==> src/rtl/alu_rf_pipe_if.sv <==
// Command/result handshake bundle for the alu_rf_pipe execution unit.
// The master issues commands and consumes results; the slave is the unit.
interface alu_rf_pipe_if #(
  parameter int DW = 32,
  parameter int AW = 5
);
  logic          cmd_valid;
  logic          cmd_ready;
  logic [2:0]    cmd_op;
  logic [AW-1:0] cmd_rs1;
  logic [AW-1:0] cmd_rs2;
  logic          cmd_imm_sel;
  logic [DW-1:0] cmd_imm;
  logic [AW-1:0] cmd_rd;
  logic          cmd_we;
  logic          res_valid;
  logic          res_ready;
  logic [DW-1:0] res_data;
  logic          res_zero;
  logic [AW-1:0] res_rd;

  modport master (
    output cmd_valid, cmd_op, cmd_rs1, cmd_rs2, cmd_imm_sel, cmd_imm, cmd_rd, cmd_we,
    input  cmd_ready,
    input  res_valid, res_data, res_zero, res_rd,
    output res_ready
  );

  modport slave (
    input  cmd_valid, cmd_op, cmd_rs1, cmd_rs2, cmd_imm_sel, cmd_imm, cmd_rd, cmd_we,
    output cmd_ready,
    output res_valid, res_data, res_zero, res_rd,
    input  res_ready
  );
endinterface

==> src/rtl/alu_rf_pipe.sv <==
// Register file + 8-op ALU, two-stage (EX, WB) pipeline with full operand
// forwarding and result backpressure; debug port reads the architectural RF.
module alu_rf_pipe #(
  parameter int DW       = 32,
  parameter int AW       = 5,
  parameter int ZERO_REG = 1
) (
  input  logic          clk,
  input  logic          rstn,
  alu_rf_pipe_if.slave  bus,
  input  logic          wr_protect,
  output logic          busy,
  input  logic [AW-1:0] dbg_addr,
  output logic [DW-1:0] dbg_data
);
  localparam int unsigned DEPTH = 1 << AW;
  localparam int          SHW   = $clog2(DW);

  typedef enum logic [2:0] {
    OP_ADD = 3'd0,
    OP_SUB = 3'd1,
    OP_AND = 3'd2,
    OP_OR  = 3'd3,
    OP_XOR = 3'd4,
    OP_SLL = 3'd5,
    OP_SRL = 3'd6,
    OP_SLT = 3'd7
  } op_e;

  logic [DW-1:0] rf [DEPTH];

  logic          ex_valid;
  op_e           ex_op;
  logic [DW-1:0] ex_a, ex_b;
  logic [AW-1:0] ex_rd;
  logic          ex_we;

  logic          wb_valid;
  logic [DW-1:0] wb_data;
  logic [AW-1:0] wb_rd;
  logic          wb_we;

  logic [DW-1:0] alu_out;
  logic [DW-1:0] op_a, op_b;
  logic          accept, retire, ex_adv, eff_we;

  assign retire        = wb_valid & bus.res_ready;
  assign ex_adv        = ex_valid & (~wb_valid | retire);
  assign bus.cmd_ready = ~ex_valid | ex_adv;
  assign accept        = bus.cmd_valid & bus.cmd_ready;
  assign eff_we        = bus.cmd_we & ~wr_protect &
                         ~((ZERO_REG != 0) && (bus.cmd_rd == '0));

  // Youngest effective producer wins; non-effective writes are invisible.
  function automatic logic [DW-1:0] fwd(input logic [AW-1:0] r);
    if ((ZERO_REG != 0) && (r == '0))           return '0;
    else if (ex_valid && ex_we && (ex_rd == r)) return alu_out;
    else if (wb_valid && wb_we && (wb_rd == r)) return wb_data;
    else                                        return rf[r];
  endfunction

  always_comb begin
    op_a = fwd(bus.cmd_rs1);
    op_b = bus.cmd_imm_sel ? bus.cmd_imm : fwd(bus.cmd_rs2);
  end

  always_comb begin
    alu_out = '0;
    case (ex_op)
      OP_ADD: alu_out = ex_a + ex_b;
      OP_SUB: alu_out = ex_a - ex_b;
      OP_AND: alu_out = ex_a & ex_b;
      OP_OR:  alu_out = ex_a | ex_b;
      OP_XOR: alu_out = ex_a ^ ex_b;
      OP_SLL: alu_out = ex_a << ex_b[SHW-1:0];
      OP_SRL: alu_out = ex_a >> ex_b[SHW-1:0];
      OP_SLT: alu_out[0] = $signed(ex_a) < $signed(ex_b);
      default: alu_out = '0;
    endcase
  end

  always_ff @(posedge clk or negedge rstn) begin
    if (!rstn) begin
      ex_valid <= 1'b0;
      ex_op    <= OP_ADD;
      ex_a     <= '0;
      ex_b     <= '0;
      ex_rd    <= '0;
      ex_we    <= 1'b0;
    end else if (accept) begin
      ex_valid <= 1'b1;
      ex_op    <= op_e'(bus.cmd_op);
      ex_a     <= op_a;
      ex_b     <= op_b;
      ex_rd    <= bus.cmd_rd;
      ex_we    <= eff_we;
    end else if (ex_adv) begin
      ex_valid <= 1'b0;
    end
  end

  always_ff @(posedge clk or negedge rstn) begin
    if (!rstn) begin
      wb_valid <= 1'b0;
      wb_data  <= '0;
      wb_rd    <= '0;
      wb_we    <= 1'b0;
    end else if (ex_adv) begin
      wb_valid <= 1'b1;
      wb_data  <= alu_out;
      wb_rd    <= ex_rd;
      wb_we    <= ex_we;
    end else if (retire) begin
      wb_valid <= 1'b0;
    end
  end

  always_ff @(posedge clk or negedge rstn) begin
    if (!rstn) begin
      for (int unsigned i = 0; i < DEPTH; i++) rf[i] <= '0;
    end else if (retire && wb_we) begin
      rf[wb_rd] <= wb_data;
    end
  end

  assign bus.res_valid = wb_valid;
  assign bus.res_data  = wb_data;
  assign bus.res_rd    = wb_rd;
  assign bus.res_zero  = wb_valid && (wb_data == '0);
  assign busy          = ex_valid | wb_valid;
  assign dbg_data      = rf[dbg_addr];
endmodule

==> src/flat_wrapper.sv <==
// flat-port wrapper written by rule: the top's interface ports become plain ports
module alu_rf_pipe_flat 
#(
  parameter int DW       = 32,
  parameter int AW       = 5,
  parameter int ZERO_REG = 1
)
  (clk, rstn, wr_protect, busy, dbg_addr, dbg_data, bus_cmd_valid, bus_cmd_op, bus_cmd_rs1, bus_cmd_rs2, bus_cmd_imm_sel, bus_cmd_imm, bus_cmd_rd, bus_cmd_we, bus_cmd_ready, bus_res_valid, bus_res_data, bus_res_zero, bus_res_rd, bus_res_ready);
  alu_rf_pipe_if #(.DW(DW), .AW(AW)) bus_i ();
  input  logic clk;
  input  logic rstn;
  input  logic wr_protect;
  output logic busy;
  input  logic [AW-1:0] dbg_addr;
  output logic [DW-1:0] dbg_data;
  input wire logic [$bits(bus_i.cmd_valid)-1:0] bus_cmd_valid;
  input wire logic [$bits(bus_i.cmd_op)-1:0] bus_cmd_op;
  input wire logic [$bits(bus_i.cmd_rs1)-1:0] bus_cmd_rs1;
  input wire logic [$bits(bus_i.cmd_rs2)-1:0] bus_cmd_rs2;
  input wire logic [$bits(bus_i.cmd_imm_sel)-1:0] bus_cmd_imm_sel;
  input wire logic [$bits(bus_i.cmd_imm)-1:0] bus_cmd_imm;
  input wire logic [$bits(bus_i.cmd_rd)-1:0] bus_cmd_rd;
  input wire logic [$bits(bus_i.cmd_we)-1:0] bus_cmd_we;
  output wire logic [$bits(bus_i.cmd_ready)-1:0] bus_cmd_ready;
  output wire logic [$bits(bus_i.res_valid)-1:0] bus_res_valid;
  output wire logic [$bits(bus_i.res_data)-1:0] bus_res_data;
  output wire logic [$bits(bus_i.res_zero)-1:0] bus_res_zero;
  output wire logic [$bits(bus_i.res_rd)-1:0] bus_res_rd;
  input wire logic [$bits(bus_i.res_ready)-1:0] bus_res_ready;
  assign bus_i.cmd_valid = bus_cmd_valid;
  assign bus_i.cmd_op = bus_cmd_op;
  assign bus_i.cmd_rs1 = bus_cmd_rs1;
  assign bus_i.cmd_rs2 = bus_cmd_rs2;
  assign bus_i.cmd_imm_sel = bus_cmd_imm_sel;
  assign bus_i.cmd_imm = bus_cmd_imm;
  assign bus_i.cmd_rd = bus_cmd_rd;
  assign bus_i.cmd_we = bus_cmd_we;
  assign bus_cmd_ready = bus_i.cmd_ready;
  assign bus_res_valid = bus_i.res_valid;
  assign bus_res_data = bus_i.res_data;
  assign bus_res_zero = bus_i.res_zero;
  assign bus_res_rd = bus_i.res_rd;
  assign bus_i.res_ready = bus_res_ready;
  alu_rf_pipe #(.DW(DW), .AW(AW), .ZERO_REG(ZERO_REG)) u_core (.clk(clk), .rstn(rstn), .bus(bus_i), .wr_protect(wr_protect), .busy(busy), .dbg_addr(dbg_addr), .dbg_data(dbg_data));
endmodule
==> config.mk <==
export PLATFORM = sky130hd
export DESIGN_NAME = alu_rf_pipe_flat
export DESIGN_NICKNAME = d
export VERILOG_FILES = /design/src/rtl/alu_rf_pipe_if.sv /design/src/rtl/alu_rf_pipe.sv /design/src/flat_wrapper.sv
export SDC_FILE = /design/constraint.sdc
export NUM_CORES = 2
export LEC_CHECK = 0
export BUFFER_PORTS_ARGS = -buffer_cell sky130_fd_sc_hd__buf_2
export CAP_MARGIN = 20
export CELL_PAD_IN_SITES_DETAIL_PLACEMENT = 0
export CELL_PAD_IN_SITES_GLOBAL_PLACEMENT = 1
export CORE_UTILIZATION = 59
export DETAILED_ROUTE_END_ITERATION = 8
export PLACE_DENSITY = 0.93
export SYNTH_ARGS = -nofsm -noshare
export SYNTH_HDL_FRONTEND = slang
export SYNTH_SLANG_ARGS = --single-unit
==> constraint.sdc <==
create_clock -name clk -period 13.73 [get_ports clk]
set_clock_uncertainty 0.1 [all_clocks]
set_input_delay 1.373 -clock clk [delete_from_list [all_inputs] [get_ports clk]]
set_output_delay 1.373 -clock clk [all_outputs]
set_load 0.01 [all_outputs]
# Word level (Yosys, flattened, before mapping)
# Cells that the tools add are included.
[classes]
add_sub_neg = 2
mul = 0
n_div = 0
magnitude_cmp = 6
eq_ne = 11
shift = 2
muxes = 25
bitwise_logic = 19
n_reduce_logical = 16
[op_table]
columns = ["operator", "n"]
rows = [
  ["bitwise mux 1024 bit", 1],
  ["binary-select mux 32 bit (select 5 bit)", 3],
  ["2-to-1 mux 32 bit", 14],
  ["one-hot mux 31 bit (7 select lines)", 1],
  ["demux 32 bit (select 5 bit)", 1],
  ["adder 32 bit", 1],
  ["bitwise AND 32 bit", 1],
  ["zero test 32 bit", 1],
  ["less-than comparator 32 bit", 1],
  ["OR 32 bit", 1],
  ["<< shifter 32 x 5 -> 32 bit", 1],
  ["right shift 32 x 5 -> 32 bit", 1],
  ["subtractor 32 bit", 1],
  ["bitwise XOR 32 bit", 1],
  [">= comparator 6 bit, second input constant", 4],
  ["inverter 5 -> 6 bit", 4],
  ["equality test 5 bit", 4],
  ["zero test 5 bit", 3],
  ["equality test 3 bit, second input constant", 4],
  ["logical AND 1 bit", 9],
  ["one-hot mux 1 bit (8 select lines)", 1],
  ["equality test 3 x 2 -> 1 bit, second input constant", 2],
  ["less-than comparator 6 x 1 -> 1 bit, second input constant", 1],
  ["bitwise AND 1 bit", 5],
  ["other kinds (6)", 15],
]
[totals]
ff_bits = 1137
latchBits = 0
ram_bits = 0
romBits = 0
inputBits = 62
word_cells = 123
n_memories = 0

# Logic depth before layout (Yosys ltp)
[logic_depth]
depth_word = 8
mapped_depth = 18

# Worst setup path after synthesis
# OpenSTA, ideal clock, no wires.
[synth_path]
path_type = "in2out"
start = "input port dbg_addr[0]"
end = "output port dbg_data[0]"
arrival_ps = 3808
t_required_ps = 12257
path_slack_ps = 8449
path_stages = 6
path_cell_list = "clkbuf_1 -> clkbuf_1 -> buf_1 -> mux4_2 -> mux4_2 -> mux2_2"
[synth_via]
elab_chain_cells = 4
[synth_lines]
columns = ["element", "line", "source"]
rows = [
  ["from (decl)", "flat_wrapper.sv:14", "input logic [AW-1:0] dbg_addr;"],
  ["inverter 5 -> 6 bit (not written as such)", "alu_rf_pipe.sv:131", "assign dbg_data = rf[dbg_addr];"],
  ["binary-select mux 32 bit (select 5 bit)", "alu_rf_pipe.sv:131", ""],
  ["2-to-1 mux 32 bit (not written as such) (2 in a row)", "alu_rf_pipe.sv:131", ""],
  ["to (decl)", "flat_wrapper.sv:15", "output logic [DW-1:0] dbg_data;"],
]
# Every way passes these cells. The select of a mux whose other input is x is not followed.

# Worst setup path after layout
[layout_path]
start = "input port dbg_addr[1]"
end = "output port dbg_data[31]"
# Same word-level chain as after synthesis.

==> results.md <==
- Outcome: finished, final reports clean
- Filler cell count: 8816
- Post-synth top flop: dfrtp_1
- Non-filler cells, final: 7188
- Die Span Y: 362 um
- Arr. time, crit path: 4390 ps
- Synth Area per Inst: 13.7 um^2
- Drt first pass iters: 8
- R2R depth: 13
- Netlist cell types: 99
- FF+latch area: 28500 um^2
- Rel. slew slack: 24.0%
- Worst VDD drop: 0.112 mV
- Final-report setup violation count: 0
- DRT iter0 DRCs: 7879
- Clock Tree Root: clkbuf_16
- Tot Pwr: 11.5 mW
- CTS Buf Count: 114
- Static Leakage: 36.5 nW
- Setup CP Type: in2out
- Site Rows: 131
- Initial Util: 59.7%
- FF+latch count, synth: 1137
- Drt drc: 0
- Hold depth: 1
- Number of enable flip-flop cells after synthesis: 0
- Worst R2R Start: u_core.ex_b[2]$_DFFE_PN0P_
- RR Endpoint: u_core.ex_b[23]$_DFFE_PN0P_
- HPWL after DPL: 156000 um
- Core Area: 128000 um^2
- Hold Crit Class: reg2reg
- Worst Hold Launch: u_core.rf[178]$_DFFE_PN0P_
- Critical Path Source Type: primary input
- Reg-to-reg setup timing slack: 8450 ps
- Mapped cell area: 76400 um^2
- Crit share post-route: 42.7%
- Initial antenna violation count: 14
- Final hold vios: 0
- Port-buffer cells: 134
- Setup bufs post-CTS: 0
- Grt ovf: 0
- Top Ports: 135
- Fraction of registers with async set or reset after synthesis: 100%
- DRT Wirelength: 260000 um
- Synth Instances: 5567
- Max FO, Critical Path: 158
- Fmax: 0.171 GHz
- Max-Cap Viols: 0
- RSZ-0062 raised after global routing: false
- WL per Instance: 36.2 um
- Vias: 55900
- Cells after DPL: 6959
- Share of layout cells above drive strength 1: 48.4%
- Final GP Congestion: 1.06
- CP Capture Type: primary output
- Resize count post-CTS: 0
- Final #Nets: 5534
- First-pass GRT wire length: 385000 um
- All-Layer GR Usage: 40.2%
- Number of global-route vias before repair: 56400
- Hold Path End: u_core.rf[178]$_DFFE_PN0P_
- Fin Setup TNS: 0 ps
- Vias/cell: 7.78
- Synth warnings: 0
- Worst Path Required: 12260 ps
- Worst-path clk slew: 60 ps
- CTS tree: built
- Die W: 362 um
- Tightest Pin Transition: 1140 ps
- PD cells: 138 nW/um^2
- CTS Sinks: 1137
- Largest net degree at the start of global routing: 159
- DIE AREA: 131000 um^2
- Clock buffer depth: 3
- Area of the multi-input gates: 45400 um^2
- Hold Buf Count CTS: 0
- Worst-Skew Late Latency: 780 ps
- Pins Over Slew Limit: 0
- Layout area overhead: 8.53%
- Final ANT Viol Nets: 0
- Syn Nets: 5743
- Final Critical Period: 5860 ps
- CTS H-tree lvls: 3
- Seq/Total Area, Yosys: 37.2%
==> synth_stat cells (all sizes together) (6+ instances only) <==
cell	count	share of area, %
o21ai	151	0.99
clkbuf	383	1.9
o21a	8	0.080
a221o	15	0.20
o21bai	15	0.15
nand3	39	0.26
o211ai	45	0.44
or3	7	0.057
ha	112	1.8
nor3	35	0.24
buf	225	1.3
a211o	8	0.092
a21o	22	0.22
a211oi	38	0.39
inv	110	0.54
mux4	988	29
dfrtp	1137	37
nand2b	13	0.11
a21oi	173	1.1
a222oi	10	0.13
and2	8	0.065
o22ai	23	0.19
a22o	9	0.10
o311a	6	0.079
mux2i	114	1.5
or2	12	0.10
o221ai	50	0.59
a221oi	20	0.25
mux2	1090	16
a31oi	27	0.22
nor4	17	0.14
xor2	18	0.21
a22oi	9	0.088
nor2	221	1.1
nand2	257	1.3
o2111ai	7	0.080
nor2b	11	0.093
and3	15	0.12
nor3b	6	0.059
xnor2	15	0.17
o31ai	12	0.12
nand4	13	0.11
==> cell families after synthesis <==
family / share of synthesized area [%]
flops: 37.2
simple gates: 3.90
fa+ha+maj: 1.89
xor+xnor: 0.378
buf+inv: 3.72
mux: 46.7
compound gates: 6.22
==> area by class of cell <==
cell class | count | share of cell area [%]
multi-input combinational | 3711 | 54.7
sequential | 1137 | 34.3
clock buffer | 148 | 3.80
timing repair buffer | 283 | 2.65
tap | 1729 | 2.61
clock inverter | 66 | 1.41
inverter | 111 | 0.502
antenna | 3 | 0.00905
==> metal layers <==
metal | global-route usage, % | wire, um
met5 | 0 | 76
met3 | 15.0 | 36300
met2 | 58.2 | 115000
met1 | 52.4 | 91200
met4 | 22.6 | 17200
==> critical path: stages <==
cell and delay (ps):
buf_8 590, buf_12 780, mux4_2 420, mux4_2 510
mux2_2 370, buf_2 180
==> report_power, final <==
group | total, mW | switching, mW | internal (mW) | leakage, nW
registers | 4.38 | 0.556 | 3.83 | 15.7
clock network | 3.61 | 1.44 | 2.17 | 2.10
logic | 3.47 | 1.89 | 1.58 | 18.8
total | 11.5 | 3.89 | 7.57 | 36.5
==> cell usage in the layout (no fill, tap or decap), drive strengths merged, types with 10 or more instances in the layout <==
cell type / n
nor3: 35
xnor2: 15
nand2: 257
a221oi: 20
mux2: 1090
or2: 12
clkinv: 31
o21ai: 151
o31ai: 12
inv: 111
mux4: 988
o21bai: 15
nand4: 13
buf: 282
a222oi: 10
o22ai: 23
a31oi: 27
a221o: 15
nor2b: 11
and3: 15
nand3: 39
o221ai: 50
dfrtp: 1137
nor4: 17
ha: 112
xor2: 18
mux2i: 114
nand2b: 13
clkbuf: 149
nor2: 221
o211ai: 45
bufinv: 29
a21o: 22
a211oi: 38
a21oi: 173
==> worst max path at each step <==
stage	from	to	slack [ps]	cells after the start
final	dbg_addr[1]	dbg_data[31]	7870	6
after global routing	dbg_addr[0]	dbg_data[25]	7670	6
after CTS	dbg_addr[0]	dbg_data[23]	7680	6
after detailed placement	bus_cmd_rs2[1]	u_core.ex_b[21]$_DFFE_PN0P_	7600	10
after global placement	bus_cmd_rs2[1]	u_core.ex_b[15]$_DFFE_PN0P_	7680	10
after floorplan	dbg_addr[0]	dbg_data[0]	8450	6
==> registers in the layout, summed over array words and instances (netlist names) <==
name                  flops
u_core.ex_a              32
u_core.ex_we              1
u_core.bus.res_rd         5
u_core.ex_op              3
u_core.bus.res_valid      1
u_core.ex_b              32
u_core.ex_valid           1
u_core.bus.res_data      32
u_core.rf              1024
u_core.ex_rd              5
u_core.wb_we              1
==> stage by stage <==
stage / hold WS, ps / setup WS (ps) / cell area, um^2 / util, %
4_1_cts: 444 / 7680 / 82700 / 64.6
5_1_grt: 465 / 7670 / 82900 / 64.8
3_5_place_dp: 430 / 7600 / 78400 / 61.2
2_1_floorplan: 404 / 8450 / 76400 / -
6_report: 443 / 7870 / 83000 / 64.8
3_3_place_gp: 418 / 7680 / 78300 / 61.1
(Power assumes the default switching activity.)
